## src/rtl/input_conditioner.sv

```systemverilog
// -----------------------------------------------------------------------------
// input_conditioner
//
// Cleans up the raw DE10-Nano push-buttons and slide switches. Each input goes
// through a 2-FF synchronizer and a counter-based debouncer. The block
// provides clean levels, one-cycle key-press pulses, and an event FIFO that
// records every debounced level change for the downstream PIO/controller.
//
// Ports:
//   clk            system clock
//   reset_n        asynchronous active-low reset
//   key[1:0]       raw push-buttons, active-low (0 = pressed)
//   switch[3:0]    raw slide switches, active-high
//   key_clean      debounced keys, active-high (1 = pressed)
//   switch_clean   debounced switches
//   key_press      one-cycle pulse after a debounced key press
//   event_valid    event FIFO is non-empty
//   event_data     head event: [7] source (0 key, 1 switch), [6] new level,
//                  [5:2] zero, [1:0] input index
//   event_ready    consumer accepts the head event
//   overflow       sticky flag: an event was dropped because the FIFO was full
//   clear_overflow synchronous clear of overflow
// -----------------------------------------------------------------------------
module input_conditioner #(
  parameter int unsigned DEBOUNCE_CYCLES = 50000,
  parameter int unsigned CNT_W           = 16,
  parameter int unsigned FIFO_DEPTH      = 8
) (
  input  logic       clk,
  input  logic       reset_n,
  input  logic [1:0] key,
  input  logic [3:0] switch,
  output logic [1:0] key_clean,
  output logic [3:0] switch_clean,
  output logic [1:0] key_press,
  output logic       event_valid,
  output logic [7:0] event_data,
  input  logic       event_ready,
  output logic       overflow,
  input  logic       clear_overflow
);

  // Internal input vector, all active-high: [1:0] keys, [5:2] switches.
  // The bit order is also the arbiter priority (bit 0 wins).
  localparam int unsigned NIN    = 6;
  localparam int unsigned N_KEYS = 2;
  localparam int unsigned AW     = (FIFO_DEPTH > 1) ? $clog2(FIFO_DEPTH) : 1;

  localparam logic [CNT_W-1:0] CNT_LAST  = CNT_W'(DEBOUNCE_CYCLES - 1);
  localparam logic [AW:0]      FIFO_FULL = (AW + 1)'(FIFO_DEPTH);

  logic [NIN-1:0]             raw;
  logic [NIN-1:0]             s1_q, s1_d, s2_q, s2_d;
  logic [NIN-1:0]             stable_q, stable_d;
  logic [NIN-1:0][CNT_W-1:0]  cnt_q, cnt_d;
  logic [NIN-1:0]             pending_q, pending_d;
  logic [N_KEYS-1:0]          key_press_q, key_press_d;
  logic [AW-1:0]              wr_ptr_q, wr_ptr_d, rd_ptr_q, rd_ptr_d;
  logic [AW:0]                count_q, count_d;
  logic                       overflow_q, overflow_d;
  logic [7:0]                 mem_q [FIFO_DEPTH];

  logic [NIN-1:0]             grant;
  logic [7:0]                 mem_wdata;
  logic                       push, pop, drop, push_ok;

  // Keys are inverted here so everything downstream is active-high.
  assign raw = {switch, ~key};

  // ---------------------------------------------------------------------------
  // Synchronizer + debounce
  // ---------------------------------------------------------------------------
  // NOTE: every signal assigned in an always_comb gets a default at the top of
  // the block, so no path leaves it unassigned and no latch is inferred.
  always_comb begin
    s1_d     = raw;
    s2_d     = s1_q;
    stable_d = stable_q;
    cnt_d    = cnt_q;
    for (int i = 0; i < NIN; i++) begin
      if (s2_q[i] == stable_q[i]) begin
        // Any return to the accepted level restarts the hold count.
        cnt_d[i] = '0;
      end else if (cnt_q[i] == CNT_LAST) begin
        stable_d[i] = s2_q[i];
        cnt_d[i]    = '0;
      end else begin
        cnt_d[i] = cnt_q[i] + 1'b1;
      end
    end
    key_press_d = stable_d[N_KEYS-1:0] & ~stable_q[N_KEYS-1:0];
  end

  // ---------------------------------------------------------------------------
  // Event arbiter + FIFO control
  // ---------------------------------------------------------------------------
  always_comb begin
    grant     = '0;
    mem_wdata = '0;
    // Walk from the lowest priority upward so the last hit is the winner.
    for (int i = NIN - 1; i >= 0; i--) begin
      if (pending_q[i]) begin
        grant     = '0;
        grant[i]  = 1'b1;
        mem_wdata = {(i >= N_KEYS), stable_q[i], 4'b0000,
                     2'(i >= N_KEYS ? i - N_KEYS : i)};
      end
    end

    push    = |pending_q;
    pop     = event_valid & event_ready;
    // A full FIFO still accepts a push when the head leaves in the same cycle.
    drop    = push & (count_q == FIFO_FULL) & ~pop;
    push_ok = push & ~drop;

    // A dropped event still retires its pending flag.
    pending_d = (pending_q & ~grant) | (stable_d ^ stable_q);
    wr_ptr_d  = wr_ptr_q + AW'(push_ok);
    rd_ptr_d  = rd_ptr_q + AW'(pop);
    count_d   = count_q + (AW + 1)'(push_ok) - (AW + 1)'(pop);

    // A drop in the same cycle as a clear wins: the flag must not lose it.
    if (drop)                overflow_d = 1'b1;
    else if (clear_overflow) overflow_d = 1'b0;
    else                     overflow_d = overflow_q;
  end

  // NOTE: sequential state uses non-blocking assignments so every flop samples
  // the pre-edge value of every other flop, independent of statement order.
  always_ff @(posedge clk or negedge reset_n) begin
    if (!reset_n) begin
      s1_q        <= '0;
      s2_q        <= '0;
      stable_q    <= '0;
      cnt_q       <= '0;
      pending_q   <= '0;
      key_press_q <= '0;
      wr_ptr_q    <= '0;
      rd_ptr_q    <= '0;
      count_q     <= '0;
      overflow_q  <= 1'b0;
    end else begin
      s1_q        <= s1_d;
      s2_q        <= s2_d;
      stable_q    <= stable_d;
      cnt_q       <= cnt_d;
      pending_q   <= pending_d;
      key_press_q <= key_press_d;
      wr_ptr_q    <= wr_ptr_d;
      rd_ptr_q    <= rd_ptr_d;
      count_q     <= count_d;
      overflow_q  <= overflow_d;
    end
  end

  // NOTE: the storage array has no reset; its contents are only observable
  // through entries the pointers mark as valid, and leaving it unreset lets it
  // map onto plain registers or RAM.
  always_ff @(posedge clk) begin
    if (push_ok) mem_q[wr_ptr_q] <= mem_wdata;
  end

  // ---------------------------------------------------------------------------
  // Outputs
  // ---------------------------------------------------------------------------
  assign key_clean    = stable_q[N_KEYS-1:0];
  assign switch_clean = stable_q[NIN-1:N_KEYS];
  assign key_press    = key_press_q;
  assign event_valid  = (count_q != '0);
  // Forced to zero while empty so stale storage never shows on the bus.
  assign event_data   = event_valid ? mem_q[rd_ptr_q] : 8'h00;
  assign overflow     = overflow_q;

endmodule

```

## config.mk

```make
export PLATFORM = sky130hd
export DESIGN_NAME = input_conditioner
export DESIGN_NICKNAME = d
export VERILOG_FILES = /design/src/rtl/input_conditioner.sv
export SDC_FILE = /design/constraint.sdc
export NUM_CORES = 1
export LEC_CHECK = 0
export ABC_AREA = 0
export CORE_MARGIN = 4
export CORE_UTILIZATION = 63
export DETAILED_ROUTE_END_ITERATION = 10
export PLACE_DENSITY = 0.82
export SETUP_SLACK_MARGIN = 0.15
export SLEW_MARGIN = 20
export SYNTH_ARGS = -nofsm -noshare
export SYNTH_HDL_FRONTEND = slang
export SYNTH_SLANG_ARGS = --single-unit
```

## constraint.sdc

```tcl
create_clock -name clk -period 4.4 [get_ports clk]
set_input_delay 0.44 -clock clk [delete_from_list [all_inputs] [get_ports clk]]
set_output_delay 0.44 -clock clk [all_outputs]
set_load 0.02 [all_outputs]
```

; ---- After elaboration in Yosys (flattened, before gate mapping)
; Memories as Yosys holds them, arrays and structs flattened.
; Index checks and enable logic that the tools add are counted.
[classes]
n_addsub = 10
eq_ne = 13
n_mux = 41
bitwise = 13
reduce_logical = 3
[op_table]
columns = op, count
row1 = $mux W16, 12
row2 = $add A16 B1 Y16 const B, 6
row3 = $eq A16 B16 Y1 const B, 6
row4 = $mux W8, 7
row5 = $mux W6, 6
row6 = $mux W1, 16
row7 = $add A3 B1 Y3, 2
row8 = $and A6 B6 Y6, 1
row9 = $eq A1 B1 Y1, 6
row10 = $not A6 Y6, 1
row11 = $or A6 B6 Y6, 1
row12 = $reduce_or A6 Y1, 1
row13 = $xor A6 B6 Y6, 1
row14 = $add A4 B1 Y4, 1
row15 = $and A1 B1 Y1, 4
row16 = $eq A4 B4 Y1 const B, 1
row17 = $not A2 Y2, 2
row18 = $reduce_bool A4 Y1, 1
row19 = $sub A4 B1 Y4, 1
row20 = $and A2 B2 Y2, 1
row21 = $not A1 Y1, 2
row22 = $reduce_bool A2 Y1, 1
[word_totals]
register_bits = 133
ram_bits = 64
inputBits = 10
out_inout_bits = 18
elab_cells = 96
memories = 1
[memory_table]
columns = memory, words, word_bits, rd, rd_clocked_by_memory_dff, wr, line
row1 = mem_q, 8, 8, 1, 0, 1, 61  ; logic [7:0] mem_q [FIFO_DEPTH];

; ---- Logic depth before layout (Yosys ltp)
[depth]
depth_word = 9
ltp_mapped = 11
depth_no_buf = 11

; ---- Worst setup path before layout
; Ideal clock, no wire load.
[synth_path]
kind = flip-flop to flip-flop
startpoint = reg count_q[2]
endpoint = reg count_q[2]
arrival_time_ns = 2.262
path_slack_ns = 2.016
path_stages_with_launch = 11
path_buffers = 0
synth_period_minus_slack_ns = 2.384
cell_sequence = dfrtp_1 > inv_1 > ha_1 > nor3b_1 > inv_1 > and2_1 > o21ai_0 > ha_1 > inv_1 > fa_1 > xnor2_1
[synth_via]
elab_chain_len = 8
elab_cells_between_ends = 10
[synth_lines]
columns = element, line
row1 = from (decl), 59  ; logic [AW:0] count_q, count_d;
row2 = from (signal assigned), 151  ; count_q <= count_d;
row3 = $reduce_bool A4 Y1 (*), 169  ; assign event_valid = (count_q != '0);
row4 = named net event_valid, 36  ; output logic event_valid,
row5 = $and A1 B1 Y1 (*), 111  ; pop = event_valid & event_ready;
row6 = $not A1 Y1, 113  ; drop = push & (count_q == FIFO_FULL) & ~pop;
row7 = $and A1 B1 Y1, 113
row8 = $not A1 Y1, 114  ; push_ok = push & ~drop;
row9 = $and A1 B1 Y1, 114
row10 = $add A4 B1 Y4, 120  ; count_d = count_q + (AW + 1)'(push_ok) - (AW + 1)'(pop);
row11 = $sub A4 B1 Y4 (*), 120
row12 = named net count_d[2], 59
; The timed path passes the listed nets; every way through them passes the cells marked *.
; A chain may end at the register's enable or synchronous reset.

; ---- Worst setup path in the final report
[layout_path]
startpoint = reg rd_ptr_q[0]
endpoint = out event_data[1]
[layout_via]
elab_chain_len = 2
[layout_lines]
columns = element, line
row1 = from (decl), 58  ; logic [AW-1:0] wr_ptr_q, wr_ptr_d, rd_ptr_q, rd_ptr_d;
row2 = from (signal assigned), 150  ; rd_ptr_q <= rd_ptr_d;
row3 = $mem_v2 Z8 W8, --
row4 = $mux W8, 171  ; assign event_data = event_valid ? mem_q[rd_ptr_q] : 8'h00;
row5 = to (decl), 37  ; output logic [7:0] event_data,
; Every way passes these cells.

==> results.json <==
{
  "gp_congestion": 0.879,
  "syn_area_um2": 7600,
  "die_h_um": 118,
  "worst_pin_slew_ns": 0.870,
  "p_per_area_nw_per_um2": 399,
  "fmax_mhz": 346,
  "r2r_cells": 10,
  "r2r-end": "count_q[2]",
  "ys.flop_type": "dfrtp_1",
  "coreArea_um2": 11600,
  "cp-start-kind": "flop",
  "cts_tree": "yes",
  "cts_buffers": 17,
  "detail-route-antenna-nets": 0,
  "ys_seq_area_share_pct": 56.4,
  "rows": 39,
  "status": "finished, final reports clean",
  "synth_edf_count": 32,
  "drive_gt1_share_pct": 8.45,
  "ctsLongestPathBuffers": 2,
  "finalSetupTns_ns": 0,
  "vias": 5037,
  "avgRoutedWirePerCell_um": 16.5,
  "postCtsSetupRepairBufs": 0,
  "worstPathMaxFanout": 9,
  "htree_levels": 4,
  "crit_type": "flop to primary output",
  "cts_resized": 0,
  "die_w_um": 118,
  "grt_pass1_vias": 5221,
  "nNetsFinal": 737,
  "crit_path_end_kind": "primary output",
  "finalSetupViolations": 0,
  "path_clk_slew_ns": 0.06,
  "p_leak_nw": 3.55,
  "numPortBuffers": 23,
  "endpoint": "event_data[1]",
  "grt_start_max_net_pins": 84,
  "rsz0062_at_grt": "no",
  "grt_pass1_wl_um": 24600,
  "drt_drc_violations_left": 0,
  "synth-seq-cells": 165,
  "finalHoldViolCount": 0,
  "yosysWarnings": 0,
  "slew_violations": 0,
  "drv_cap": 0,
  "clock_latency_ns": 0.43,
  "final_common_cell": "dfrtp_1",
  "crit_path_start": "rd_ptr_q[0]",
  "vias_per_cell": 5.82,
  "hp-class": "input pin to asynchronous set/reset pin",
  "ir_drop_v": 0.000303,
  "final.setup_skew_ns": 0.0126,
  "worstReg2RegStart": "count_q[2]",
  "ctsHoldBuffers": 0,
  "antenna_found_initial": 0,
  "clockRootBuffer": "clkbuf_16",
  "start_util_pct": 65.4,
  "hpwlAfterDp_um": 9490,
  "rrSetupSlack_ns": 1.75,
  "drt-initial-drc-count": 410,
  "num_io_pins": 28,
  "slew_headroom_pct": 41.8,
  "cts_sinks": 165,
  "fin_crit_ns": 2.89,
  "fin_crit_sh_pct": 65.7,
  "worstPathRequired_ns": 3.96,
  "track_usage_pct": 22.0,
  "die_area_um2": 13900,
  "syn_avg_cell_area_um2": 11.2,
  "synth_async_sr_flop_share_pct": 80.6,
  "first_pass_iters": 5,
  "n_antenna_cell": 0,
  "arrival_ns": 2.45,
  "most-common-layout-cells": "dfrtp_1 (133), nor2_1 (128), xnor2_1 (77)",
  "ys_types": 45,
  "areaGrowthSynthToFinish_pct": 12.5,
  "whs_ns": 0.0528,
  "drt_wl_total_um": 14200,
  "gr-total-overflow": 0,
  "nFillCells": 788,
  "netlist_instances": 677
}
## worst min path at each step
stage	from	endpoint	slack, ns	depth (start not counted)
after floorplan	reset_n	cnt_q[0]	0.14	0
after global placement	s1_q[2]	s2_q[2]	0.34	0
after detailed placement	s1_q[0]	s2_q[0]	0.34	0
after CTS	reset_n	cnt_q[80]	0.21	1
after global routing	reset_n	cnt_q[80]	0.11	1
final	reset_n	cnt_q[80]	0.05	1
## critical path: stages, from the launching register on
cell and delay, ns:
dfrtp_1 0.67, mux4_2 0.58, mux2i_1 0.16, nor2_1 0.06
clkdlybuf4s50_1 0.56
## per-layer routing
metal / vias to the layer above / GRT usage, % / wire length, um
met4: 0 / 7.62 / 146
li1: 2409 / - / -
met2: 101 / 36.7 / 7310
met1: 2515 / 28.5 / 6340
met3: 12 / 5.05 / 448
met5: - / 0 / 0
## registers in the layout, summed over array words and instances, names as in the netlist
| name | flops |
|---|---|
| rd_ptr_q | 3 |
| cnt_q | 96 |
| overflow | 1 |
| s2_q | 6 |
| mem_q | 32 |
| s1_q | 6 |
| pending_q | 6 |
| wr_ptr_q | 3 |
| key_press | 2 |
| stable_q | 6 |
| count_q | 4 |
## final cells by class
class	count	area [um2]	share of cell area, %
Inverter	32	120	1.40
Tap cell	143	179	2.09
Timing Repair Buffer	25	246	2.88
Multi-Input combinational cell	468	3130	36.6
Sequential cell	165	4290	50.2
Clock buffer	20	457	5.34
Clock inverter	12	129	1.51
## through the flow
stage / total power, mW / worst slack (ns) / util [%] / instances / cell area, um2
3_5_place_dp: 1.99 / 1.69 / 68.6 / 833 / 7960
4_1_cts: 3.44 / 1.46 / 73.6 / 865 / 8550
5_1_grt: 3.56 / 1.35 / 73.6 / 865 / 8550
3_3_place_gp: 1.95 / 1.94 / 68.5 / 833 / 7950
6_report: 3.41 / 1.51 / 73.6 / 865 / 8550
2_1_floorplan: 1.90 / 2.02 / - / 680 / 7610
## report_power, final
| group | internal [mW] | switching, mW |
|---|---|---|
| logic | 0.129 | 0.132 |
| clock network | 0.864 | 0.594 |
| registers | 1.61 | 0.0845 |
| total | 2.60 | 0.810 |
## logic make-up after synthesis
group	Yosys count	synth area share (%)
adders and majority gates	18	3.06
muxes	18	3.93
other	1	0.0493
and+or+nand+nor	311	20.0
buffers and inverters	47	2.65
DFF	165	56.4
xor gates and xnor gates	95	10.9
AOI/OAI and AO/OA	22	2.96
## synth_stat cells (6+ instances only)
library cell / instances / area (um2)
a21oi_1: 6 / 30.0
and3_1: 6 / 37.5
dfrtp_1: 133 / 3330
edfxtp_1: 32 / 961
ha_1: 17 / 213
inv_1: 32 / 120
mux4_2: 8 / 180
nand2_1: 35 / 131
nand3_1: 33 / 165
nand4_1: 26 / 163
nor2_1: 128 / 480
nor3_1: 26 / 130
nor4_1: 29 / 181
o21ai_0: 6 / 30.0
xnor2_1: 77 / 674
xor2_1: 18 / 158
Power figures use the tool's default switching activity.
